File: config.mk
export PLATFORM = sky130hd
export DESIGN_NAME = jtag_host_driver
export DESIGN_NICKNAME = d
export VERILOG_FILES = /design/src/rtl/jtag_host_driver.sv
export SDC_FILE = /design/constraint.sdc
export NUM_CORES = 1
export LEC_CHECK = 0
export CAP_MARGIN = 10
export CORE_AREA = 2 2 111 113
export DETAILED_ROUTE_END_ITERATION = 6
export DIE_AREA = 0 0 113 115
export PLACE_DENSITY = 0.95
export SYNTH_ARGS = -nofsm -noshare
export SYNTH_HDL_FRONTEND = slang
export SYNTH_SLANG_ARGS = --single-unit
File: constraint.sdc
create_clock -name clk -period 11.7 [get_ports clk]
set_input_delay 1.17 -clock clk [delete_from_list [all_inputs] [get_ports clk]]
set_output_delay 1.17 -clock clk [all_outputs]
set_load 0.02 [all_outputs]
File: src/rtl/jtag_host_driver.sv
// jtag_host_driver: JTAG host walking a TAP from Run-Test/Idle and back again.
// Define JTAG_HOST_TRST_EN to also hold trst_n low for the whole TAP reset op.
`timescale 1ns/1ps
module jtag_host_driver #(
  parameter int DIV     = 2,
  parameter int MAX_LEN = 32
) (
  input  logic               clk,
  input  logic               rst_n,
  input  logic               cmd_valid,
  output logic               cmd_ready,
  input  logic [1:0]         cmd_op,
  input  logic [5:0]         cmd_len,
  input  logic [MAX_LEN-1:0] cmd_data,
  output logic               rsp_valid,
  output logic [MAX_LEN-1:0] rsp_data,
  output logic               busy,
  output logic               tck,
  output logic               tms,
  output logic               tdi,
  input  logic               tdo,
  output logic               trst_n
);

  localparam logic [1:0] OP_RST = 2'b00;
  localparam logic [1:0] OP_IR  = 2'b01;
  localparam logic [1:0] OP_DR  = 2'b10;
  localparam logic [1:0] OP_IDL = 2'b11;

  localparam int DW = (DIV > 1) ? $clog2(DIV) : 1;
  localparam logic [DW-1:0] DIV_LAST = DW'(DIV - 1);
  localparam logic [5:0] MAXL = 6'(MAX_LEN);
  localparam logic [MAX_LEN-1:0] ONE = {{(MAX_LEN-1){1'b0}}, 1'b1};

  typedef enum logic [1:0] {
    S_IDLE,
    S_LOW,
    S_HIGH,
    S_DONE
  } state_e;

  state_e state_q, state_d;
  logic [DW-1:0] div_q, div_d;
  logic [5:0] bit_q, bit_d;
  logic [5:0] last_q, last_d;
  logic [5:0] len_q, len_d;
  logic [1:0] op_q, op_d;
  logic [MAX_LEN-1:0] data_q, data_d;
  logic [MAX_LEN-1:0] cap_q, cap_d;
  logic [MAX_LEN-1:0] rsp_q, rsp_d;
  logic tck_q, tck_d;
  logic tms_q, tms_d;
  logic tdi_q, tdi_d;

  logic [5:0] len_c, nbits_c;
  logic [1:0] cur_c;
  logic [MAX_LEN-1:0] samp_c;
  logic accept;

  function automatic logic [5:0] pre_of(input logic [1:0] op);
    return (op == OP_IR) ? 6'd4 : 6'd3;
  endfunction

  // Returns {in_shift_state, tms} for TCK bit k of a command
  function automatic logic [1:0] seq_bit(
    input logic [1:0] op,
    input logic [5:0] len,
    input logic [5:0] k
  );
    logic [5:0] pre;
    logic [1:0] r;
    pre = pre_of(op);
    r = 2'b00;
    unique case (op)
      OP_RST: r = {1'b0, k < 6'd5};
      OP_IDL: r = 2'b00;
      default: begin
        if (k < pre)
          r = {1'b0, (k == 6'd0) || ((op == OP_IR) && (k == 6'd1))};
        else if (k < pre + len)
          r = {1'b1, k == pre + len - 6'd1};
        else
          r = {1'b0, k == pre + len};
      end
    endcase
    return r;
  endfunction

  // Returns {tms, tdi} for TCK bit k
  function automatic logic [1:0] drive(
    input logic [1:0]         op,
    input logic [5:0]         len,
    input logic [MAX_LEN-1:0] d,
    input logic [5:0]         k
  );
    logic [1:0] s;
    logic [MAX_LEN-1:0] sh;
    s = seq_bit(op, len, k);
    sh = d >> (k - pre_of(op));
    return {s[0], s[1] & sh[0]};
  endfunction

  always_comb begin
    len_c = (cmd_len > MAXL) ? MAXL : cmd_len;
    nbits_c = len_c;
    unique case (cmd_op)
      OP_RST: nbits_c = 6'd6;
      OP_IR: begin
        if (len_c == 6'd0) len_c = 6'd1;
        nbits_c = len_c + 6'd6;
      end
      OP_DR: begin
        if (len_c == 6'd0) len_c = 6'd1;
        nbits_c = len_c + 6'd5;
      end
      default: nbits_c = len_c;
    endcase
  end

  assign cmd_ready = (state_q == S_IDLE) || (state_q == S_DONE);
  assign accept = cmd_valid && cmd_ready;

  // tdo is only captured in shift-state bits, at the end of the high phase
  always_comb begin
    cur_c = seq_bit(op_q, len_q, bit_q);
    samp_c = '0;
    if (cur_c[1] && tdo)
      samp_c = ONE << (bit_q - pre_of(op_q));
  end

  always_comb begin
    state_d = state_q;
    div_d = div_q;
    bit_d = bit_q;
    last_d = last_q;
    len_d = len_q;
    op_d = op_q;
    data_d = data_q;
    cap_d = cap_q;
    rsp_d = rsp_q;
    tms_d = tms_q;
    tdi_d = tdi_q;
    unique case (state_q)
      S_IDLE, S_DONE: begin
        state_d = S_IDLE;
        if (accept) begin
          op_d = cmd_op;
          len_d = len_c;
          data_d = cmd_data;
          cap_d = '0;
          bit_d = 6'd0;
          div_d = '0;
          last_d = nbits_c - 6'd1;
          if (nbits_c == 6'd0) begin
            state_d = S_DONE;
            rsp_d = '0;
          end else begin
            state_d = S_LOW;
            {tms_d, tdi_d} = drive(cmd_op, len_c, cmd_data, 6'd0);
          end
        end
      end
      S_LOW: begin
        if (div_q == DIV_LAST) begin
          state_d = S_HIGH;
          div_d = '0;
        end else begin
          div_d = div_q + DW'(1);
        end
      end
      S_HIGH: begin
        if (div_q == DIV_LAST) begin
          div_d = '0;
          cap_d = cap_q | samp_c;
          if (bit_q == last_q) begin
            state_d = S_DONE;
            rsp_d = cap_d;
          end else begin
            state_d = S_LOW;
            bit_d = bit_q + 6'd1;
            {tms_d, tdi_d} = drive(op_q, len_q, data_q, bit_q + 6'd1);
          end
        end else begin
          div_d = div_q + DW'(1);
        end
      end
      default: state_d = S_IDLE;
    endcase
    tck_d = (state_d == S_HIGH);
  end

  always_ff @(posedge clk or negedge rst_n) begin
    if (!rst_n) begin
      state_q <= S_IDLE;
      div_q <= '0;
      bit_q <= '0;
      last_q <= '0;
      len_q <= '0;
      op_q <= OP_IDL;
      data_q <= '0;
      cap_q <= '0;
      rsp_q <= '0;
      tck_q <= 1'b0;
      tms_q <= 1'b1;
      tdi_q <= 1'b0;
    end else begin
      state_q <= state_d;
      div_q <= div_d;
      bit_q <= bit_d;
      last_q <= last_d;
      len_q <= len_d;
      op_q <= op_d;
      data_q <= data_d;
      cap_q <= cap_d;
      rsp_q <= rsp_d;
      tck_q <= tck_d;
      tms_q <= tms_d;
      tdi_q <= tdi_d;
    end
  end

  assign rsp_valid = (state_q == S_DONE);
  assign busy = (state_q == S_LOW) || (state_q == S_HIGH);
  assign rsp_data = rsp_q;
  assign tck = tck_q;
  assign tms = tms_q;
  assign tdi = tdi_q;

`ifdef JTAG_HOST_TRST_EN
  assign trst_n = !((op_q == OP_RST) && (state_q != S_IDLE));
`else
  assign trst_n = 1'b1;
`endif

endmodule

==> results of run 1 <==
==> critical path: stages (launching register included) <==
cell and delay, ns:
dfstp_2 0.51, inv_1 0.06, ha_1 0.30, inv_1 0.35, ha_1 0.32, a21o_1 0.20, a21oi_1 0.18, xor2_1 0.46
ha_1 0.35, a21o_1 0.19, a21o_1 0.17, a21oi_1 0.20, o311ai_0 0.23, a2111oi_0 0.42, o2111ai_1 0.17, a31oi_1 0.17
==> through the flow <==
step	total power, mW	hold slack, ns	instances
5_1_grt	2.108	0.4988	934
3_5_place_dp	1.456	0.4696	902
2_1_floorplan	1.242	0.4551	709
4_1_cts	1.980	0.4819	933
6_report	1.996	0.4761	934
3_3_place_gp	1.415	0.4630	902
==> logic make-up after synthesis <==
kind of cell	after synthesis	share of synthesized area, %
compound gates	196	18.32
xor+xnor	31	4.252
fa+ha+maj	42	7.759
buf+inv	69	4.393
flops	122	43.28
mux	48	8.804
other cells	1	0.05309
simple gates	200	13.14
==> power breakdown <==
part,switching (mW),internal [mW]
Clock,0.188,0.317
Combinational,0.520,0.390
Sequential,0.0661,0.515
Total,0.774,1.22
==> flip-flops by register name, indices dropped and copies added, names as in the netlist <==
name,count
last_q,6
op_q,2
tck,1
cap_q,32
bit_q,6
tms,1
state_q,2
tdi,1
rsp_data,32
data_q,32
div_q,1
len_q,6
==> per-layer routing <==
layer / share of wire [%] / global-route usage (%) / vias to the layer above
li1: - / - / 2667
met1: 39 / 35.62 / 2884
met2: 50 / 47.94 / 318
met3: 8.1 / 8.118 / 56
met4: 3.1 / 11.06 / 0
met5: 0 / 0 / -
==> layout make-up <==
cell class / instances / area [um2] / area share, %
clock buffers: 20 / 446.7 / 5.262
repair buffers: 88 / 868.3 / 10.23
inverters: 28 / 105.1 / 1.238
clock inverters: 11 / 122.6 / 1.444
well taps: 147 / 183.9 / 2.167
flip-flops and latches: 122 / 3057 / 36.01
multi-input cells: 518 / 3706 / 43.66
==> worst max-delay path by stage <==
stage                        start                       end  cells past startpoint
6_report       op_q[1]$_DFFE_PN1P_           tms$_DFFE_PN1P_                     15
5_1_grt        op_q[1]$_DFFE_PN1P_           tms$_DFFE_PN1P_                     15
4_1_cts        op_q[1]$_DFFE_PN1P_           tms$_DFFE_PN1P_                     15
3_5_place_dp             cmd_op[0]  rsp_data[19]$_DFFE_PN0P_                     11
3_3_place_gp             cmd_op[0]  rsp_data[17]$_DFFE_PN0P_                     11
2_1_floorplan  op_q[1]$_DFFE_PN1P_           tms$_DFFE_PN1P_                     15
==> cells in the final DEF (no fill, tap or decap), drive strengths merged, types with 18 or more instances in the layout <==
master and n:
nor2 57, a22oi 18, clkbuf 20, a21oi 67, o31ai 19, clkdlybuf4s50 80
mux2 33, inv 29, ha 39, nand2 67, dfrtp 119, o21ai 44
==> out/metrics.yaml, run 1 <==
status: "finished, violations left"
violations: "DRC"
synthArstFlopShare_pct: 100.0
route.detailed.drc: 7
end_kind: "flop"
core-area_mm2: 0.01181
clk_latency_ns: 0.43
yosys.area.top_type_share_pct: 42.16
cts.htree.levels: 4
fin_area_mm2: 0.008489
setup_viol: 0
yosys_warnings: 0
hold_depth: 2
root_buffer: "clkbuf_16"
vdd_drop_max_v: 0.0002297
finalHoldViolCount: 0
reg2reg_depth: 15
avgSynthCellArea_um2: 9.962
critPathMaxFanout: 9
hold_path_end: "rsp_data[4]$_DFFE_PN0P_"
synth_cells: 709
cap_violations: 0
ys_ff_latch: 122
drive_above_1_share_pct: 13.47
seq_area_frac_synth_pct: 43.28
fin_util_pct: 71.88
drt_iter0_markers: 685
leakage_nw: 3.688
wl_per_cell_um: 19.15
placed_cell_area_mm2: 0.007905
overflow: 0
cts_hold_buf: 0
nets: 861
max_freq_ghz: 0.2301
critPathKind: "flop to flop"
ys_types: 67
row_count: 40
synth_area_leaders: "dfrtp_1 (42%), ha_1 (6.9%), mux2_2 (5.3%)"
setup_tns_ns: 0
antenna_found_initial: 0
skew_ns: 0.009209
clkSinkCount: 122
worst_slew_pin_slew_ns: 0.9363
io_buffers: 81
regToRegStartpoint: "op_q[1]$_DFFE_PN1P_"
die_w_um: 113
startpoint_type: "flop"
fillCellCount: 747
place.gp.congestion: 0.9436
yosysTopAreaCell: "dfrtp_1"
hp-class: "flop to flop"
chipHeight_um: 115
syn_nets: 795
slew_headroom_pct: 37.58
yosysMostFrequentCell: "dfrtp_1"
path_clk_slew_ns: 0.05
synth_ff_type: "dfrtp_1"
critPathRequiredTime_ns: 12.05
grt_pass1_wl_um: 29210
setup_slack_ns: 7.354
synth_edf_count: 0
hpwlAfterDp_um: 12100
ant_nets: 0
r2r_slack_ns: 7.35
rsz0062_at_grt: "no"
vias: 5925
grt_max_degree: 74
diodes: 0
synth.cell_area_mm2: 0.007063
worstPathArrival_ns: 4.69
worst_r2r_endpoint: "tms$_DFFE_PN1P_"
drt_first_pass_iters: 7
drv_slew: 0
place_ws_ns: 7.159
syn2layout_area_growth_pct: 20.19
powerDensity_mw_per_mm2: 235.1
grt_pass1_vias: 5803
cts_resized: 0
hold_start: "rsp_data[4]$_DFFE_PN0P_"
cts_tree: "done"
die_area_mm2: 0.01300
initial_utilization_pct: 59.80
postCtsSetupBuffers: 0
synth_commonest_cells: "dfrtp_1 (119), a21oi_1 (67), nand2_1 (67)"
cts.path.max_buffers: 2
via_per_inst: 6.344
gr-usage-all-layers_pct: 28.65
period_share_pct: 37.14
ioPinCount: 83
cts_buffers: 17
drt-total-wl_um: 17890
final.min_clock_period_ns: 4.346
Note: power is estimated with default switching activity, not from simulation.
==> inputs of run 2 (changes only) <==
--- a/config.mk
+++ b/config.mk
@@ -6,10 +6,10 @@
 export NUM_CORES = 1
 export LEC_CHECK = 0
 export CAP_MARGIN = 10
-export CORE_AREA = 2 2 111 113
+export CORE_AREA = 2 2 121 123
 export DETAILED_ROUTE_END_ITERATION = 6
-export DIE_AREA = 0 0 113 115
-export PLACE_DENSITY = 0.95
+export DIE_AREA = 0 0 123 125
+export PLACE_DENSITY = 0.88
 export SYNTH_ARGS = -nofsm -noshare
 export SYNTH_HDL_FRONTEND = slang
 export SYNTH_SLANG_ARGS = --single-unit
==> constraint.sdc (replaced) <==
create_clock -name clk -period 3.6 [get_ports clk]
set_input_delay 0.36 -clock clk [delete_from_list [all_inputs] [get_ports clk]]
set_output_delay 0.36 -clock clk [all_outputs]
set_load 0.02 [all_outputs]
==> run 2 against run 1 <==
Effect of this change: the flow now finishes without violations; wire length decreased by 0.26%; sequential cell count unchanged; via count decreased by 0.74%; first-iteration DRC count decreased by 25%.
==> out/metrics.yaml, run 2 (synthesized netlist as in run 1, its figures left out) <==
status: "completed"
root_buffer: "clkbuf_16"
slew_headroom_pct: 43.31
total_power_mw: 6.959
cts_tree: "done"
wl_per_cell_um: 17.77
place.gp.congestion: 0.9147
drt_iter0_markers: 516
final_cells: 1004
critPathMaxFanout: 5
grt_pass1_vias: 5906
place_ws_ns: 0.0001943
worstPathArrival_ns: 3.83
finalHoldViolCount: 0
skew_ns: 0.008093
setup_slack_ns: 0.09852
drv_slew: 0
fin_area_mm2: 0.008994
dp.cells: 968
leakage_nw: 3.916
syn2layout_area_growth_pct: 27.33
nets: 894
path_clk_slew_ns: 0.06
critPathKind: "flop to flop"
die_area_mm2: 0.01538
hpwlAfterDp_um: 11940
layout_common_cells: "dfrtp_1 (119), clkdlybuf4s50_1 (80), nand2_1 (67)"
die_w_um: 123
drive_above_1_share_pct: 19.51
period_share_pct: 97.26
mostFrequentLayoutCell: "dfrtp_1"
drt-total-wl_um: 17840
reg2reg_depth: 16
ant_nets: 0
core-area_mm2: 0.01420
vdd_drop_max_v: 0.0006388
drt_first_pass_iters: 5
hp-class: "input port to async pin"
antenna_found_initial: 0
cts_buffers: 17
final.min_clock_period_ns: 3.501
startpoint_type: "flop"
cts_hold_buf: 0
clk_latency_ns: 0.42
grt_pass1_wl_um: 29240
max_freq_ghz: 0.2856
critPathRequiredTime_ns: 3.93
cts.htree.levels: 4
worst_slew_pin_slew_ns: 0.8504
diodes: 0
gr-usage-all-layers_pct: 24.11
row_count: 44
setup_viol: 0
cts.path.max_buffers: 2
end_kind: "flop"
overflow: 0
cap_violations: 0
vias: 5881
via_per_inst: 5.858
chipHeight_um: 125
initial_utilization_pct: 49.73
grt_max_degree: 67
setup_tns_ns: 0
route.detailed.drc: 0
placed_cell_area_mm2: 0.008202
ioPinCount: 83
io_buffers: 81
clkSinkCount: 122
powerDensity_mw_per_mm2: 773.8
-- run 2: cell count changes in the layout (fill, tap and decap cells not counted), moves of 3 or more --
cell      previous run  this run
ha_1                39        36
clkbuf_8             1         4
a21oi_1             67        62
buf_4                7        37
clkinv_2             4         1
clkinv_4             3         0
a21oi_2              0         5
-- run 2: area by class of cell --
| cell class | count | area, um2 |
|---|---|---|
| clock buffers | 22 | 484.2 |
| repair buffers | 121 | 1135 |
| multi-input cells | 518 | 3821 |
| fillers | 1075 | 5210 |
| well taps | 184 | 230.2 |
| clock inverters | 9 | 158.9 |
| flip-flops and latches | 122 | 3057 |
| inverters | 28 | 107.6 |
-- run 2: critical path, stage by stage (launching register included) --
cell and delay, ns:
dfstp_2 0.55, ha_4 0.16, inv_4 0.05, ha_4 0.16, fa_2 0.38, a21oi_2 0.17
nor2b_2 0.08, xnor2_2 0.15, buf_4 0.15, buf_4 0.13, ha_1 0.26, o211ai_1 0.14
a21oi_2 0.10, nor4b_4 0.38, buf_4 0.22, a21oi_1 0.10, o31ai_2 0.22
-- run 2: power by group --
| group | switching (mW) | internal (mW) | leakage (nW) |
|---|---|---|---|
| clock | 0.621 | 1.23 | 0.314 |
| combinational | 1.77 | 1.45 | 2.00 |
| sequential | 0.216 | 1.67 | 1.60 |
-- run 2: final timing paths --
| check | slack (ns) | end | startpoint |
|---|---|---|---|
| min | 0.02 | rsp_data[6]$_DFFE_PN0P_ | rst_n |
| max reg2reg | 0.1 | rsp_data[27]$_DFFE_PN0P_ | op_q[0]$_DFFE_PN1P_ |
| max in group asynchronous | 2.69 | op_q[0]$_DFFE_PN1P_ | rst_n |
| min reg2reg | 0.48 | rsp_data[8]$_DFFE_PN0P_ | rsp_data[8]$_DFFE_PN0P_ |
| min in group clk | 0.48 | rsp_data[8]$_DFFE_PN0P_ | rsp_data[8]$_DFFE_PN0P_ |
| max | 0.1 | rsp_data[27]$_DFFE_PN0P_ | op_q[0]$_DFFE_PN1P_ |
-- run 2: per-stage QoR --
step | hold slack (ns) | utilization, %
2_1_floorplan | 0.06441 | -
3_3_place_gp | 0.4657 | 57.74
3_5_place_dp | 0.4727 | 57.74
4_1_cts | 0.06345 | 62.33
5_1_grt | 0.1055 | 63.32
6_report | 0.02239 | 63.32
-- run 2: repair_timing --
| item | in CTS | in global routing |
|---|---|---|
| pin swaps | 2 | 11 |
| resized for setup | 2 | 25 |
| cloned | 0 | 1 |
| setup endpoints to repair | 1 | 29 |
| buffers inserted | 0 | 4 |
-- run 2: per-layer routing --
metal	GRT usage (%)	up-vias	part of all wire, %
met3	4.881	44	5.4
li1	-	2742	-
met4	9.559	0	2.2
met5	0	-	0
met2	40.20	216	51
met1	30.63	2879	41
==> inputs of run 3 (changes only) <==
--- a/config.mk
+++ b/config.mk
@@ -5,7 +5,7 @@
 export SDC_FILE = /design/constraint.sdc
 export NUM_CORES = 1
 export LEC_CHECK = 0
-export CAP_MARGIN = 10
+export CAP_MARGIN = 25
 export CORE_AREA = 2 2 121 123
 export DETAILED_ROUTE_END_ITERATION = 6
 export DIE_AREA = 0 0 123 125
==> results of run 3 <==
Same layout as run 2: the final DEF is identical, and so are final timing and power.
